File: config.mk
export PLATFORM = sky130hd
export DESIGN_NAME = lcd_hd44780_ctrl_flat
export DESIGN_NICKNAME = d
export VERILOG_FILES = /design/src/rtl/lcd_hd44780_ctrl_if.sv /design/src/rtl/lcd_hd44780_ctrl.sv /design/src/flat_wrapper.sv
export SDC_FILE = /design/constraint.sdc
export NUM_CORES = 1
export LEC_CHECK = 0
export CAP_MARGIN = 5
export CELL_PAD_IN_SITES_DETAIL_PLACEMENT = 1
export CELL_PAD_IN_SITES_GLOBAL_PLACEMENT = 1
export CORE_MARGIN = 5
export CORE_UTILIZATION = 49
export CTS_BUF_LIST = sky130_fd_sc_hd__clkbuf_8
export CTS_CLUSTER_SIZE = 10
export DETAILED_ROUTE_END_ITERATION = 8
export GPL_ROUTABILITY_DRIVEN = 0
export MAX_ROUTING_LAYER = met4
export PLACE_DENSITY = 0.83
export SLEW_MARGIN = 0
export SYNTH_ARGS = -nofsm -noshare
export SYNTH_HDL_FRONTEND = slang
export SYNTH_SLANG_ARGS = --single-unit
File: constraint.sdc
create_clock -name i_clk -period 3 [get_ports i_clk]
set_input_delay 0.6 -clock i_clk [delete_from_list [all_inputs] [get_ports i_clk]]
set_output_delay 0.6 -clock i_clk [all_outputs]
set_load 0.02 [all_outputs]
File: src/rtl/lcd_hd44780_ctrl_if.sv
// Write-side handshake between the LSU LCD register decode and the LCD controller.
// The master pushes {rs, data} bytes; the slave (controller) reports FIFO space.
interface lcd_hd44780_ctrl_if;
   logic       i_wr_vld;
   logic       i_wr_rs;
   logic [7:0] i_wr_data;
   logic       o_wr_rdy;

   modport master (
      output i_wr_vld,
      output i_wr_rs,
      output i_wr_data,
      input  o_wr_rdy
   );

   modport slave (
      input  i_wr_vld,
      input  i_wr_rs,
      input  i_wr_data,
      output o_wr_rdy
   );
endinterface

File: src/rtl/lcd_hd44780_ctrl.sv
// HD44780 16x2 LCD controller: power-up init sequence, then drains a 4-entry
// {rs, data} FIFO as timed bus writes (setup, EN pulse, hold, execution wait).
module lcd_hd44780_ctrl #(
   parameter int PWRUP_CYC = 750000,
   parameter int SETUP_CYC = 2,
   parameter int EN_CYC    = 12,
   parameter int HOLD_CYC  = 2,
   parameter int EXEC_CYC  = 2500,
   parameter int LONG_CYC  = 82000
) (
   input  logic                     i_clk,
   input  logic                     i_rst,
   input  logic                     i_on,
   lcd_hd44780_ctrl_if.slave        wr,
   output logic                     o_busy,
   output logic                     o_init_done,
   output logic                     o_drop,
   output logic                     o_lcd_on,
   output logic                     o_lcd_en,
   output logic                     o_lcd_rs,
   output logic                     o_lcd_rw,
   output logic [7:0]               o_lcd_data
);

   localparam logic [19:0] PWRUP_LD = 20'(PWRUP_CYC);
   localparam logic [19:0] SETUP_LD = 20'(SETUP_CYC);
   localparam logic [19:0] EN_LD    = 20'(EN_CYC);
   localparam logic [19:0] HOLD_LD  = 20'(HOLD_CYC);
   localparam logic [19:0] EXEC_LD  = 20'(EXEC_CYC);
   localparam logic [19:0] LONG_LD  = 20'(LONG_CYC);

   typedef enum logic [2:0] {PWRUP, IDLE, SETUP, EN_HI, HOLD, EXEC} state_t;

   state_t      state, state_n;
   logic [19:0] cnt, cnt_n;
   logic [2:0]  init_idx, init_idx_n;
   logic [8:0]  fifo_mem [4];
   logic [1:0]  wr_ptr, rd_ptr;
   logic [2:0]  fifo_cnt;
   logic        push, pop, load, cnt_last, long_wait;
   logic [8:0]  load_byte;

   function automatic logic [8:0] init_rom(input logic [2:0] idx);
      case (idx)
         3'd0:    init_rom = 9'h038;
         3'd1:    init_rom = 9'h038;
         3'd2:    init_rom = 9'h00C;
         3'd3:    init_rom = 9'h001;
         3'd4:    init_rom = 9'h006;
         default: init_rom = 9'h000;
      endcase
   endfunction

   assign o_init_done = (init_idx == 3'd5);
   assign wr.o_wr_rdy = (fifo_cnt != 3'd4);
   assign push        = wr.i_wr_vld && wr.o_wr_rdy;
   assign o_busy      = (state != IDLE) || (fifo_cnt != 3'd0) || !o_init_done;
   assign o_lcd_rw    = 1'b0;
   assign cnt_last    = (cnt == 20'd1);
   // Clear (0x01) and home (0x02/0x03) need the long execution wait.
   assign long_wait   = !o_lcd_rs && (o_lcd_data[7:2] == 6'd0) && (o_lcd_data != 8'd0);

   always_comb begin
      state_n    = state;
      cnt_n      = cnt;
      init_idx_n = init_idx;
      pop        = 1'b0;
      load       = 1'b0;
      load_byte  = 9'h000;
      case (state)
         PWRUP: begin
            if (cnt_last) begin
               state_n   = SETUP;
               cnt_n     = SETUP_LD;
               load      = 1'b1;
               load_byte = init_rom(3'd0);
            end else begin
               cnt_n = cnt - 20'd1;
            end
         end
         IDLE: begin
            if (o_init_done && (fifo_cnt != 3'd0)) begin
               pop       = 1'b1;
               load      = 1'b1;
               load_byte = fifo_mem[rd_ptr];
               state_n   = SETUP;
               cnt_n     = SETUP_LD;
            end
         end
         SETUP: begin
            if (cnt_last) begin
               state_n = EN_HI;
               cnt_n   = EN_LD;
            end else begin
               cnt_n = cnt - 20'd1;
            end
         end
         EN_HI: begin
            if (cnt_last) begin
               state_n = HOLD;
               cnt_n   = HOLD_LD;
            end else begin
               cnt_n = cnt - 20'd1;
            end
         end
         HOLD: begin
            if (cnt_last) begin
               state_n = EXEC;
               cnt_n   = long_wait ? LONG_LD : EXEC_LD;
            end else begin
               cnt_n = cnt - 20'd1;
            end
         end
         EXEC: begin
            if (cnt_last) begin
               if (!o_init_done) begin
                  init_idx_n = init_idx + 3'd1;
                  if (init_idx == 3'd4) begin
                     state_n = IDLE;
                  end else begin
                     state_n   = SETUP;
                     cnt_n     = SETUP_LD;
                     load      = 1'b1;
                     load_byte = init_rom(init_idx + 3'd1);
                  end
               end else begin
                  state_n = IDLE;
               end
            end else begin
               cnt_n = cnt - 20'd1;
            end
         end
         default: state_n = PWRUP;
      endcase
   end

   // EN is registered from the next state so a reset edge cuts a pulse immediately.
   always_ff @(posedge i_clk) begin
      if (i_rst) begin
         state      <= PWRUP;
         cnt        <= PWRUP_LD;
         init_idx   <= 3'd0;
         o_lcd_en   <= 1'b0;
         o_lcd_rs   <= 1'b0;
         o_lcd_data <= 8'h00;
         o_lcd_on   <= 1'b0;
      end else begin
         state    <= state_n;
         cnt      <= cnt_n;
         init_idx <= init_idx_n;
         o_lcd_en <= (state_n == EN_HI);
         o_lcd_on <= i_on;
         if (load) begin
            {o_lcd_rs, o_lcd_data} <= load_byte;
         end
      end
   end

   always_ff @(posedge i_clk) begin
      if (i_rst) begin
         wr_ptr   <= 2'd0;
         rd_ptr   <= 2'd0;
         fifo_cnt <= 3'd0;
         o_drop   <= 1'b0;
      end else begin
         if (push) begin
            fifo_mem[wr_ptr] <= {wr.i_wr_rs, wr.i_wr_data};
            wr_ptr           <= wr_ptr + 2'd1;
         end
         if (pop) begin
            rd_ptr <= rd_ptr + 2'd1;
         end
         if (push && !pop) begin
            fifo_cnt <= fifo_cnt + 3'd1;
         end else if (pop && !push) begin
            fifo_cnt <= fifo_cnt - 3'd1;
         end
         // A refused push is remembered even when a pop frees space this cycle.
         if (wr.i_wr_vld && !wr.o_wr_rdy) begin
            o_drop <= 1'b1;
         end
      end
   end

endmodule
File: src/flat_wrapper.sv
// flat-port wrapper written by rule: the top's interface ports become plain ports
module lcd_hd44780_ctrl_flat 
#(
   parameter int PWRUP_CYC = 750000,
   parameter int SETUP_CYC = 2,
   parameter int EN_CYC    = 12,
   parameter int HOLD_CYC  = 2,
   parameter int EXEC_CYC  = 2500,
   parameter int LONG_CYC  = 82000
)
  (i_clk, i_rst, i_on, o_busy, o_init_done, o_drop, o_lcd_on, o_lcd_en, o_lcd_rs, o_lcd_rw, o_lcd_data, wr_i_wr_vld, wr_i_wr_rs, wr_i_wr_data, wr_o_wr_rdy);
  lcd_hd44780_ctrl_if wr_i ();
  input  logic i_clk;
  input  logic i_rst;
  input  logic i_on;
  output logic o_busy;
  output logic o_init_done;
  output logic o_drop;
  output logic o_lcd_on;
  output logic o_lcd_en;
  output logic o_lcd_rs;
  output logic o_lcd_rw;
  output logic [7:0] o_lcd_data;
  input wire logic [$bits(wr_i.i_wr_vld)-1:0] wr_i_wr_vld;
  input wire logic [$bits(wr_i.i_wr_rs)-1:0] wr_i_wr_rs;
  input wire logic [$bits(wr_i.i_wr_data)-1:0] wr_i_wr_data;
  output wire logic [$bits(wr_i.o_wr_rdy)-1:0] wr_o_wr_rdy;
  assign wr_i.i_wr_vld = wr_i_wr_vld;
  assign wr_i.i_wr_rs = wr_i_wr_rs;
  assign wr_i.i_wr_data = wr_i_wr_data;
  assign wr_o_wr_rdy = wr_i.o_wr_rdy;
  lcd_hd44780_ctrl #(.PWRUP_CYC(PWRUP_CYC), .SETUP_CYC(SETUP_CYC), .EN_CYC(EN_CYC), .HOLD_CYC(HOLD_CYC), .EXEC_CYC(EXEC_CYC), .LONG_CYC(LONG_CYC)) u_core (.i_clk(i_clk), .i_rst(i_rst), .i_on(i_on), .wr(wr_i), .o_busy(o_busy), .o_init_done(o_init_done), .o_drop(o_drop), .o_lcd_on(o_lcd_on), .o_lcd_en(o_lcd_en), .o_lcd_rs(o_lcd_rs), .o_lcd_rw(o_lcd_rw), .o_lcd_data(o_lcd_data));
endmodule
# == After elaboration in Yosys (flattened, before gate mapping) ==
# Memories as Yosys holds them, arrays and structs flattened. A register that Yosys moved wholly into a read port is not among the register bits.
# Index checks and enable logic that the tools add are counted.
# totals
out_inout_bits,16
regBits,45
wordCells,101
latchBits,0
inputBits,13
mem_bits_ro,0
mem_bits_rw,36
n_memories,1
# mem_list
memory,words,word_bits,read_ports,rd_clocked_by_memory_dff,wr,line,source
u_core.fifo_mem,4,9,1,1,1,lcd_hd44780_ctrl.sv:37,logic [8:0] fifo_mem [4];
# classes
reduce_logical,25
n_mux,39
add_sub_neg,6
bitwise,1
shift,0
div,0
n_eq_ne,18
n_mul,0
magnitude_cmp,0
# ops
op,count
$mux W20,7
$pmux W20 S5,1
$mux W9,4
$pmux W9 S3,1
$mux W3,8
$pmux W6 S4,1
$eq A20 B1 Y1 const B,1
$sub A20 B1 Y20 const B,1
$pmux W3 S6,1
$mux W17,1
$eq A3 B2 Y1 const B,5
$eq A3 B3 Y1 const B,5
$mux W1,9
$ne A3 B3 Y1 const B,3
$mux W2,4
$reduce_bool A8 Y1,1
$logic_and A1 B1 Y1,7
$add A3 B1 Y3 const B,2
$eq A3 B1 Y1 const B,2
$logic_not A3 Y1,2
$logic_not A6 Y1,1
$mux W6,1
$logic_not A1 Y1,5
$reduce_bool A5 Y1,1
other kinds (12),15

# == Depth between registers and ports, before layout ==
# Gate-level depths: netlist of the first run.
# logic_depth
depth_word,8
depth_mapped,13
ltp_nobuf,13

# == Worst setup path before layout of the first run ==
# OpenSTA, ideal clock, no wires.
# synth_timing
path_type,reg2reg
from,register u_core.init_idx[1]
to,register u_core.fifo_cnt[2]
path_buffers,0
setup_time_ps,70
arrival_ps,2413
stages_incl_launch_ff,14
period_less_slack_ps,2483
slack_ps,517
required_time_ps,2930
cell_sequence,dfxtp_1 inv_1 ha_1 nand2_1 inv_1 nand2b_1 nor2b_1 inv_1 ha_1 inv_1 fa_1 xor2_1 or3_1 a21oi_1
# synth_between
elab_chain_len,7
word_cells_on_any_way,9
classes_between,eq/ne: 1; mux: 3; reduce/logical: 5
# synth_rtl
element,line,source
from (decl),lcd_hd44780_ctrl.sv:36,"logic [2:0] init_idx, init_idx_n;"
from (signal assigned),lcd_hd44780_ctrl.sv:150,init_idx <= init_idx_n;
$eq A3 B3 Y1 *,lcd_hd44780_ctrl.sv:54,assign o_init_done = (init_idx == 3'd5);
named net o_init_done,flat_wrapper.sv:17,output logic o_init_done;
$logic_and A1 B1 Y1 *,lcd_hd44780_ctrl.sv:82,if (o_init_done && (fifo_cnt != 3'd0)) begin
$mux W1 *,lcd_hd44780_ctrl.sv:82,
$mux W1 *,lcd_hd44780_ctrl.sv:70,case (state)
$logic_not A1 Y1,lcd_hd44780_ctrl.sv:173,if (push && !pop) begin
$logic_and A1 B1 Y1,lcd_hd44780_ctrl.sv:173,
$mux W3 / $reduce_bool A2 Y1 (equally long branches),-,
to (signal assigned),lcd_hd44780_ctrl.sv:174,fifo_cnt <= fifo_cnt + 3'd1;
to (signal assigned),lcd_hd44780_ctrl.sv:176,fifo_cnt <= fifo_cnt - 3'd1;
to (decl),lcd_hd44780_ctrl.sv:39,logic [2:0] fifo_cnt;
# Mark *: on every way through the listed nets, which the timed path passes. The rest lies on a longest branch.
# A chain may end at the register's enable or synchronous reset.

# == Final worst setup path of the first run ==
# layout_timing
from,register u_core.init_idx[1]
to,output port o_busy
# layout_between
elab_chain_len,3
# layout_rtl
element,line,source
$eq A3 B3 Y1,lcd_hd44780_ctrl.sv:54,
$logic_not A1 Y1,lcd_hd44780_ctrl.sv:57,assign o_busy = (state != IDLE) || (fifo_cnt != 3'd0) || !o_init_done;
$logic_or A1 B1 Y1,lcd_hd44780_ctrl.sv:57,
to (decl),flat_wrapper.sv:16,output logic o_busy;
# Every way passes these cells.

==> results of run 1 <==
-- metal layers --
metal / vias up / track usage / share of wire
li1: 1576 / - / -
met1: 1623 / 0.2609 / 0.45
met2: 44 / 0.3592 / 0.51
met3: 12 / 0.03957 / 0.027
met5: - / - / 0
met4: 0 / 0.06375 / 0.015
-- cell families after synthesis --
family,share of synthesized area
AND/OR/NAND/NOR,0.2153
multiplexers,0.05493
flip-flops,0.4747
XOR/XNOR,0.01645
adder cells (fa/ha/maj),0.03995
buffers and inverters,0.04877
AO/OA/AOI/OAI,0.1489
other,0.0008805
-- metrics by stage --
step / instance area, um^2 / util / power, mW / hold slack [ns]
floorplan: 4259 / - / 1.447 / 0.4690
global placement: 4569 / 0.5317 / 1.509 / 0.4573
detailed placement: 4569 / 0.5317 / 1.526 / 0.4718
CTS: 4762 / 0.5542 / 2.320 / 0.4943
global route: 4762 / 0.5542 / 2.415 / 0.5207
finish: 4762 / 0.5542 / 2.293 / 0.4924
-- critical path, stage by stage, from the launching register on --
cell	delay (ns)
dfxtp_1	0.36
inv_1	0.14
ha_1	0.33
nand2_1	0.16
inv_1	0.14
nand3_1	0.10
clkdlybuf4s50_1	0.58
-- layout by cell type (no fill, tap or decap), drive strengths merged, types with 12 or more instances in the layout --
cell,synthesis,final
clkdlybuf4s50,0,27
dfxtp,47,47
nand2,33,33
a21oi,22,22
nor3,27,27
edfxtp,36,36
ha,12,12
nand3,13,13
inv,10,13
o21ai,18,18
nor2,44,44
-- final cells by class --
class	instances	area, um^2	area share
clock buffer	9	123.9	0.02601
clock inverter	7	68.82	0.01445
inverter	10	37.54	0.007882
multi-input combinational	292	2029	0.4262
sequential	83	2022	0.4246
tap	108	135.1	0.02838
timing repair buffer	37	345.3	0.07252
-- registers in the layout, summed over array words and instances, names as in the netlist, named ones only --
register,count
u_core.fifo_mem,36
u_core.cnt,20
u_core.o_lcd_data,8
u_core.fifo_cnt,3
u_core.init_idx,3
u_core.state,3
u_core.rd_ptr,2
u_core.wr_ptr,2
u_core.o_drop,1
u_core.o_lcd_en,1
u_core.o_lcd_on,1
u_core.o_lcd_rs,1
-- synth_stat cells (all sizes together) (2+ instances only) --
cell type / number / area share
a31oi: 7 / 0.014
nor4: 7 / 0.017
or2: 5 / 0.0073
mux2i: 2 / 0.0047
a22oi: 6 / 0.011
and2: 7 / 0.011
nand4: 3 / 0.0044
or3: 5 / 0.0073
dfxtp: 47 / 0.22
buf: 10 / 0.016
o21bai: 2 / 0.0035
nand3: 13 / 0.018
nor2b: 6 / 0.0088
xnor2: 5 / 0.010
or4: 8 / 0.016
a21o: 2 / 0.0035
ha: 12 / 0.035
nor2: 44 / 0.039
xor2: 3 / 0.0062
a211o: 4 / 0.0085
a21oi: 22 / 0.026
nor4b: 2 / 0.0071
nor3b: 2 / 0.0035
nand2: 33 / 0.029
a311oi: 7 / 0.014
mux4: 9 / 0.048
o21ai: 18 / 0.021
inv: 10 / 0.0088
a211oi: 2 / 0.0035
o31ai: 6 / 0.014
a221o: 6 / 0.014
nand3b: 3 / 0.0053
clkbuf: 13 / 0.016
nor3: 27 / 0.035
edfxtp: 36 / 0.25
-- power by group through the flow --
| stage | sequential (mW) | clock [mW] | combinational [mW] |
|---|---|---|---|
| 2_1_floorplan | 1.28 | 0 | 0.162 |
| 3_3_place_gp | 1.29 | 0 | 0.215 |
| 3_5_place_dp | 1.30 | 0 | 0.227 |
| 4_1_cts | 1.27 | 0.819 | 0.228 |
| 5_1_grt | 1.28 | 0.885 | 0.251 |
| 6_report | 1.27 | 0.798 | 0.223 |
-- worst max-delay path by stage --
stage | slack [ns] | endpoint | start
after floorplan | 0.52 | u_core.fifo_cnt[2] | u_core.init_idx[1]
after global placement | 0.47 | u_core.fifo_cnt[2] | u_core.init_idx[1]
after detailed placement | 0.28 | u_core.fifo_cnt[2] | u_core.init_idx[1]
after CTS | 0.22 | o_busy | u_core.init_idx[1]
after global routing | 0.04 | u_core.fifo_cnt[2] | u_core.init_idx[1]
final | 0.24 | o_busy | u_core.init_idx[1]
==> flow_results.xml, run 1 <==
<?xml version="1.0" encoding="UTF-8"?>
<metrics>
  <group name="run_status">
    <metric name="run_status" unit="">finished clean</metric>
  </group>
  <group name="finish">
    <metric name="fin_nets" unit="">459</metric>
    <metric name="syn2layout_area_growth" unit="%">11.81</metric>
    <metric name="final.fill_count" unit="">938</metric>
    <metric name="drive_gt1_frac" unit="">0.1279</metric>
    <metric name="layout.cells.non_filler" unit="">546</metric>
    <metric name="antenna_cells_inserted" unit="">0</metric>
  </group>
  <group name="clocking">
    <metric name="clk_sink_count" unit="">83</metric>
    <metric name="cts_max_path_buffers" unit="">2</metric>
    <metric name="cts_hold_buffers" unit="">0</metric>
    <metric name="h_tree_levels" unit="">3</metric>
    <metric name="clk_tree_root_cell" unit="">clkbuf_8</metric>
    <metric name="resize_count_post_cts" unit="">0</metric>
    <metric name="clk_transition_reported_paths" unit="ns">0.09</metric>
    <metric name="tritoncts" unit="">built</metric>
    <metric name="clock_latency" unit="ns">0.35</metric>
    <metric name="numCtsBuffers" unit="">9</metric>
    <metric name="cts_post_setup_buffers_inserted" unit="">0</metric>
  </group>
  <group name="sta">
    <metric name="tns" unit="ns">0</metric>
    <metric name="max_freq" unit="GHz">0.3619</metric>
    <metric name="final_setup_fails" unit="">0</metric>
    <metric name="unrepaired_setup_endpoints_after_global_routing" unit="">false</metric>
    <metric name="hold_violations" unit="">0</metric>
    <metric name="part_of_the_cycle_the_worst_path_needs" unit="">0.9210</metric>
    <metric name="final.setup_skew" unit="ns">0.01034</metric>
    <metric name="timing.final.ws_setup" unit="ns">0.2371</metric>
    <metric name="timing.final.crit_period" unit="ns">2.763</metric>
    <metric name="finalMaxSlewViolations" unit="">0</metric>
    <metric name="timing.slew.headroom" unit="">0.4587</metric>
    <metric name="tightest_slew" unit="ns">0.8051</metric>
  </group>
  <group name="yosys">
    <metric name="synth_edf_count" unit="">36</metric>
    <metric name="post_synth_instance_area" unit="um^2">4259</metric>
    <metric name="synthesis.instances" unit="">409</metric>
    <metric name="synth-async-reset-ratio" unit="">0</metric>
    <metric name="yosys_register_bits" unit="">83</metric>
    <metric name="syn_area_cell" unit="um^2">10.41</metric>
    <metric name="synthesis.nets" unit="">435</metric>
    <metric name="yosys_warnings" unit="">0</metric>
    <metric name="library_cells_used_by_synthesis" unit="">64</metric>
    <metric name="synth-seq-area-share" unit="">0.4747</metric>
    <metric name="synth-main-ff-cell" unit="">dfxtp_1</metric>
  </group>
  <group name="critical_path">
    <metric name="r2r_end" unit="">u_core.fifo_cnt[2]</metric>
    <metric name="path_class" unit="">reg2out</metric>
    <metric name="r2r_start" unit="">u_core.init_idx[1]</metric>
    <metric name="cp.arrival" unit="ns">2.16</metric>
    <metric name="r2r_cells" unit="">13</metric>
    <metric name="critical_path_peak_fanout" unit="">8</metric>
    <metric name="rrSetupSlack" unit="ns">0.28</metric>
    <metric name="worstSetupStartpointType" unit="">register</metric>
    <metric name="required" unit="ns">2.40</metric>
    <metric name="worst_setup_path_end_kind" unit="">output pin</metric>
  </group>
  <group name="job">
    <metric name="max_cap_viol_count" unit="">0</metric>
  </group>
  <group name="route">
    <metric name="ant_nets" unit="">0</metric>
    <metric name="drt_wl_total" unit="um">10210</metric>
    <metric name="post-route-drc-count" unit="">0</metric>
    <metric name="detail_route.vias_per_cell" unit="">5.962</metric>
    <metric name="detailedRoute.firstIterationViolations" unit="">120</metric>
    <metric name="route.vias.total" unit="">3255</metric>
    <metric name="detailedRoute.firstPassIterationCount" unit="">4</metric>
    <metric name="wl_per_cell" unit="um">18.70</metric>
  </group>
  <group name="global_routing">
    <metric name="grt_use_total" unit="">0.2130</metric>
    <metric name="wire_length_of_the_first_global_routing_pass" unit="um">17080</metric>
    <metric name="globalRouteOverflowTotal" unit="">0</metric>
    <metric name="grt_antenna_before_repair" unit="">0</metric>
    <metric name="largest_net_degree_at_the_start_of_global_routing" unit="">47</metric>
    <metric name="first_global_vias" unit="">3415</metric>
  </group>
  <group name="min_path">
    <metric name="worstHoldPathCells" unit="">2</metric>
    <metric name="worst_hold_startpoint" unit="">u_core.o_drop</metric>
    <metric name="hold_path_end" unit="">u_core.o_drop</metric>
    <metric name="hold_path.class" unit="">reg2reg</metric>
  </group>
  <group name="placement">
    <metric name="pre_cts_slack" unit="ns">0.2827</metric>
    <metric name="hpwlAfterDp" unit="um">7531</metric>
    <metric name="dpl.cell_count" unit="">530</metric>
    <metric name="io_buffer_count" unit="">27</metric>
  </group>
  <group name="die">
    <metric name="placement_rows" unit="">34</metric>
    <metric name="ioPinCount" unit="">29</metric>
    <metric name="fp.coreArea" unit="um^2">8593</metric>
    <metric name="fp.dieW" unit="um">103.2</metric>
    <metric name="initial_core_util" unit="">0.4956</metric>
    <metric name="die_height" unit="um">103.2</metric>
    <metric name="floorplan.die_area" unit="um^2">10660</metric>
  </group>
  <group name="pwr">
    <metric name="switching_share_of_power" unit="">0.2532</metric>
    <metric name="powerDensity" unit="nW/um^2">481.5</metric>
    <metric name="total_leakage_power" unit="nW">1.545</metric>
    <metric name="power.clock.fraction" unit="">0.348</metric>
    <metric name="internal-power" unit="mW">1.713</metric>
    <metric name="p_comb_frac" unit="">0.097</metric>
    <metric name="vdd_ir_drop_max" unit="V">0.0003030</metric>
    <metric name="power_switching" unit="uW">580.5</metric>
    <metric name="seq_power_share" unit="">0.555</metric>
  </group>
</metrics>
No activity file was read; power rests on OpenSTA's default activity.
==> run 2: changes to the inputs <==
==> constraint.sdc (replaced) <==
create_clock -name i_clk -period 3.05 [get_ports i_clk]
set_input_delay 0.61 -clock i_clk [delete_from_list [all_inputs] [get_ports i_clk]]
set_output_delay 0.61 -clock i_clk [all_outputs]
set_load 0.02 [all_outputs]
==> run 2 against run 1 <==
Worst setup slack gained 0.048 ns. Cell area increased by 0.16%. Via count increased by 0.89%. Largest power group unchanged. Critical endpoint unchanged. Largest cell class unchanged.
==> flow_results.xml, run 2 (synthesized netlist as in run 1, its figures left out) <==
<?xml version="1.0" encoding="UTF-8"?>
<metrics>
  <group name="min_path">
    <metric name="worstHoldPathCells" unit="">2</metric>
    <metric name="hold_path.class" unit="">reg2reg</metric>
  </group>
  <group name="sta">
    <metric name="timing.final.crit_period" unit="ns">2.765</metric>
    <metric name="hold_violations" unit="">0</metric>
    <metric name="final.setup_skew" unit="ns">0.01263</metric>
    <metric name="tightest_slew" unit="ns">0.8198</metric>
    <metric name="max_freq" unit="GHz">0.3617</metric>
    <metric name="finalMaxSlewViolations" unit="">0</metric>
    <metric name="part_of_the_cycle_the_worst_path_needs" unit="">0.9064</metric>
    <metric name="tns" unit="ns">0</metric>
    <metric name="timing.slew.headroom" unit="">0.4488</metric>
    <metric name="final_setup_fails" unit="">0</metric>
    <metric name="unrepaired_setup_endpoints_after_global_routing" unit="">false</metric>
  </group>
  <group name="route">
    <metric name="detailed_route_wire_length_on_metal_1" unit="um">4444</metric>
    <metric name="wl_per_cell" unit="um">19.16</metric>
    <metric name="highest_layer" unit="">met4</metric>
    <metric name="route.vias.total" unit="">3284</metric>
    <metric name="post-route-drc-count" unit="">0</metric>
    <metric name="route.met3.wl" unit="um">435</metric>
    <metric name="met2_wirelength" unit="um">5382</metric>
    <metric name="drt_wl_total" unit="um">10460</metric>
    <metric name="detailedRoute.firstIterationViolations" unit="">140</metric>
    <metric name="ant_nets" unit="">0</metric>
    <metric name="detail_route.vias_per_cell" unit="">6.015</metric>
    <metric name="detailedRoute.firstPassIterationCount" unit="">4</metric>
  </group>
  <group name="run_status">
    <metric name="run_status" unit="">finished clean</metric>
  </group>
  <group name="clocking">
    <metric name="clk_sink_count" unit="">83</metric>
    <metric name="tritoncts" unit="">built</metric>
    <metric name="clk_tree_root_cell" unit="">clkbuf_8</metric>
    <metric name="cts_post_setup_buffers_inserted" unit="">0</metric>
    <metric name="clock_latency" unit="ns">0.37</metric>
    <metric name="resize_count_post_cts" unit="">0</metric>
    <metric name="cts_hold_buffers" unit="">0</metric>
    <metric name="clk_transition_reported_paths" unit="ns">0.10</metric>
    <metric name="h_tree_levels" unit="">3</metric>
    <metric name="numCtsBuffers" unit="">9</metric>
    <metric name="cts_max_path_buffers" unit="">2</metric>
  </group>
  <group name="finish">
    <metric name="fin_nets" unit="">459</metric>
    <metric name="largestRegisters" unit="">u_core.fifo_mem (36), u_core.cnt (20), u_core.o_lcd_data (8)</metric>
    <metric name="largest_register_ffs" unit="">36</metric>
    <metric name="antenna_cells_inserted" unit="">0</metric>
    <metric name="layout.cells.non_filler" unit="">546</metric>
    <metric name="syn2layout_area_growth" unit="%">11.99</metric>
    <metric name="commonest_cells_after_routing_fill_and_taps_aside" unit="">dfxtp_1 (47), nor2_1 (44), edfxtp_1 (36), nand2_1 (33), clkdlybuf4s50_1 (27)</metric>
    <metric name="layout.cells.most_common" unit="">dfxtp_1</metric>
    <metric name="max_flop_register" unit="">u_core.fifo_mem</metric>
    <metric name="final.fill_count" unit="">960</metric>
    <metric name="drive_gt1_frac" unit="">0.1301</metric>
  </group>
  <group name="placement">
    <metric name="io_buffer_count" unit="">27</metric>
    <metric name="dpl.cell_count" unit="">530</metric>
    <metric name="hpwlAfterDp" unit="um">7860</metric>
  </group>
  <group name="critical_path">
    <metric name="critical_path_peak_fanout" unit="">8</metric>
    <metric name="r2r_cells" unit="">13</metric>
    <metric name="cp.arrival" unit="ns">2.15</metric>
    <metric name="worstSetupStartpointType" unit="">register</metric>
    <metric name="path_class" unit="">reg2out</metric>
    <metric name="required" unit="ns">2.44</metric>
    <metric name="worst_setup_path_end_kind" unit="">output pin</metric>
  </group>
  <group name="die">
    <metric name="initial_core_util" unit="">0.4956</metric>
    <metric name="die_height" unit="um">103.2</metric>
    <metric name="floorplan.die_area" unit="um^2">10660</metric>
    <metric name="ioPinCount" unit="">29</metric>
    <metric name="fp.dieW" unit="um">103.2</metric>
    <metric name="fp.coreArea" unit="um^2">8593</metric>
    <metric name="placement_rows" unit="">34</metric>
  </group>
  <group name="pwr">
    <metric name="vdd_ir_drop_max" unit="V">0.0003547</metric>
    <metric name="total_leakage_power" unit="nW">1.545</metric>
    <metric name="powerDensity" unit="nW/um^2">476.6</metric>
  </group>
  <group name="global_routing">
    <metric name="grt_use_total" unit="">0.2210</metric>
    <metric name="largest_net_degree_at_the_start_of_global_routing" unit="">47</metric>
    <metric name="wire_length_of_the_first_global_routing_pass" unit="um">17480</metric>
    <metric name="first_global_vias" unit="">3421</metric>
    <metric name="grt_antenna_before_repair" unit="">0</metric>
    <metric name="globalRouteOverflowTotal" unit="">0</metric>
  </group>
  <group name="job">
    <metric name="max_cap_viol_count" unit="">0</metric>
  </group>
</metrics>
## run 2: worst max-delay path, cell delays in order (launching register included)
cell,delay (ns)
dfxtp_1,0.36
inv_1,0.15
ha_1,0.33
nand2_1,0.15
inv_1,0.14
nand3_1,0.09
clkdlybuf4s50_1,0.57
## run 2: layout make-up
type	count	area, um^2	share of cell area
well taps	108	135.1	0.02833
repair buffers	37	345.3	0.07240
flip-flops and latches	83	2022	0.4239
multi-input cells	292	2029	0.4255
clock buffers	9	123.9	0.02597
inverters	10	37.54	0.007870
clock inverters	7	76.32	0.01600
## run 2: metrics by stage
step | instance area [um^2] | hold WS (ns) | power (mW) | util | setup WS (ns)
floorplan | 4259 | 0.4690 | 1.423 | - | 0.5669
global placement | 4569 | 0.4542 | 1.483 | 0.5317 | 0.5140
detailed placement | 4569 | 0.4709 | 1.500 | 0.5317 | 0.3515
CTS | 4770 | 0.4954 | 2.296 | 0.5550 | 0.2429
global route | 4770 | 0.5329 | 2.377 | 0.5550 | 0.1011
finish | 4770 | 0.4888 | 2.273 | 0.5550 | 0.2854
## run 2: worst paths after layout
check	from	end	slack [ns]
setup reg to reg	u_core.init_idx[1]	u_core.fifo_cnt[2]	0.35
setup / recovery	u_core.init_idx[1]	o_busy	0.29
hold / removal	u_core.o_drop	u_core.o_drop	0.49
hold reg to reg	u_core.o_drop	u_core.o_drop	0.49
## run 2: report_power, final
group          internal, mW  leakage, nW  switching, mW
clock                 0.327        0.103          0.477
combinational        0.0994        0.734          0.119
sequential             1.21        0.708         0.0444
total                  1.63         1.55          0.640
## run 2: routing by layer
layer	global-route usage	up-vias
li1	-	1572
met1	0.2651	1623
met2	0.3685	69
met3	0.05634	20
met4	0.06474	0
met5	-	-
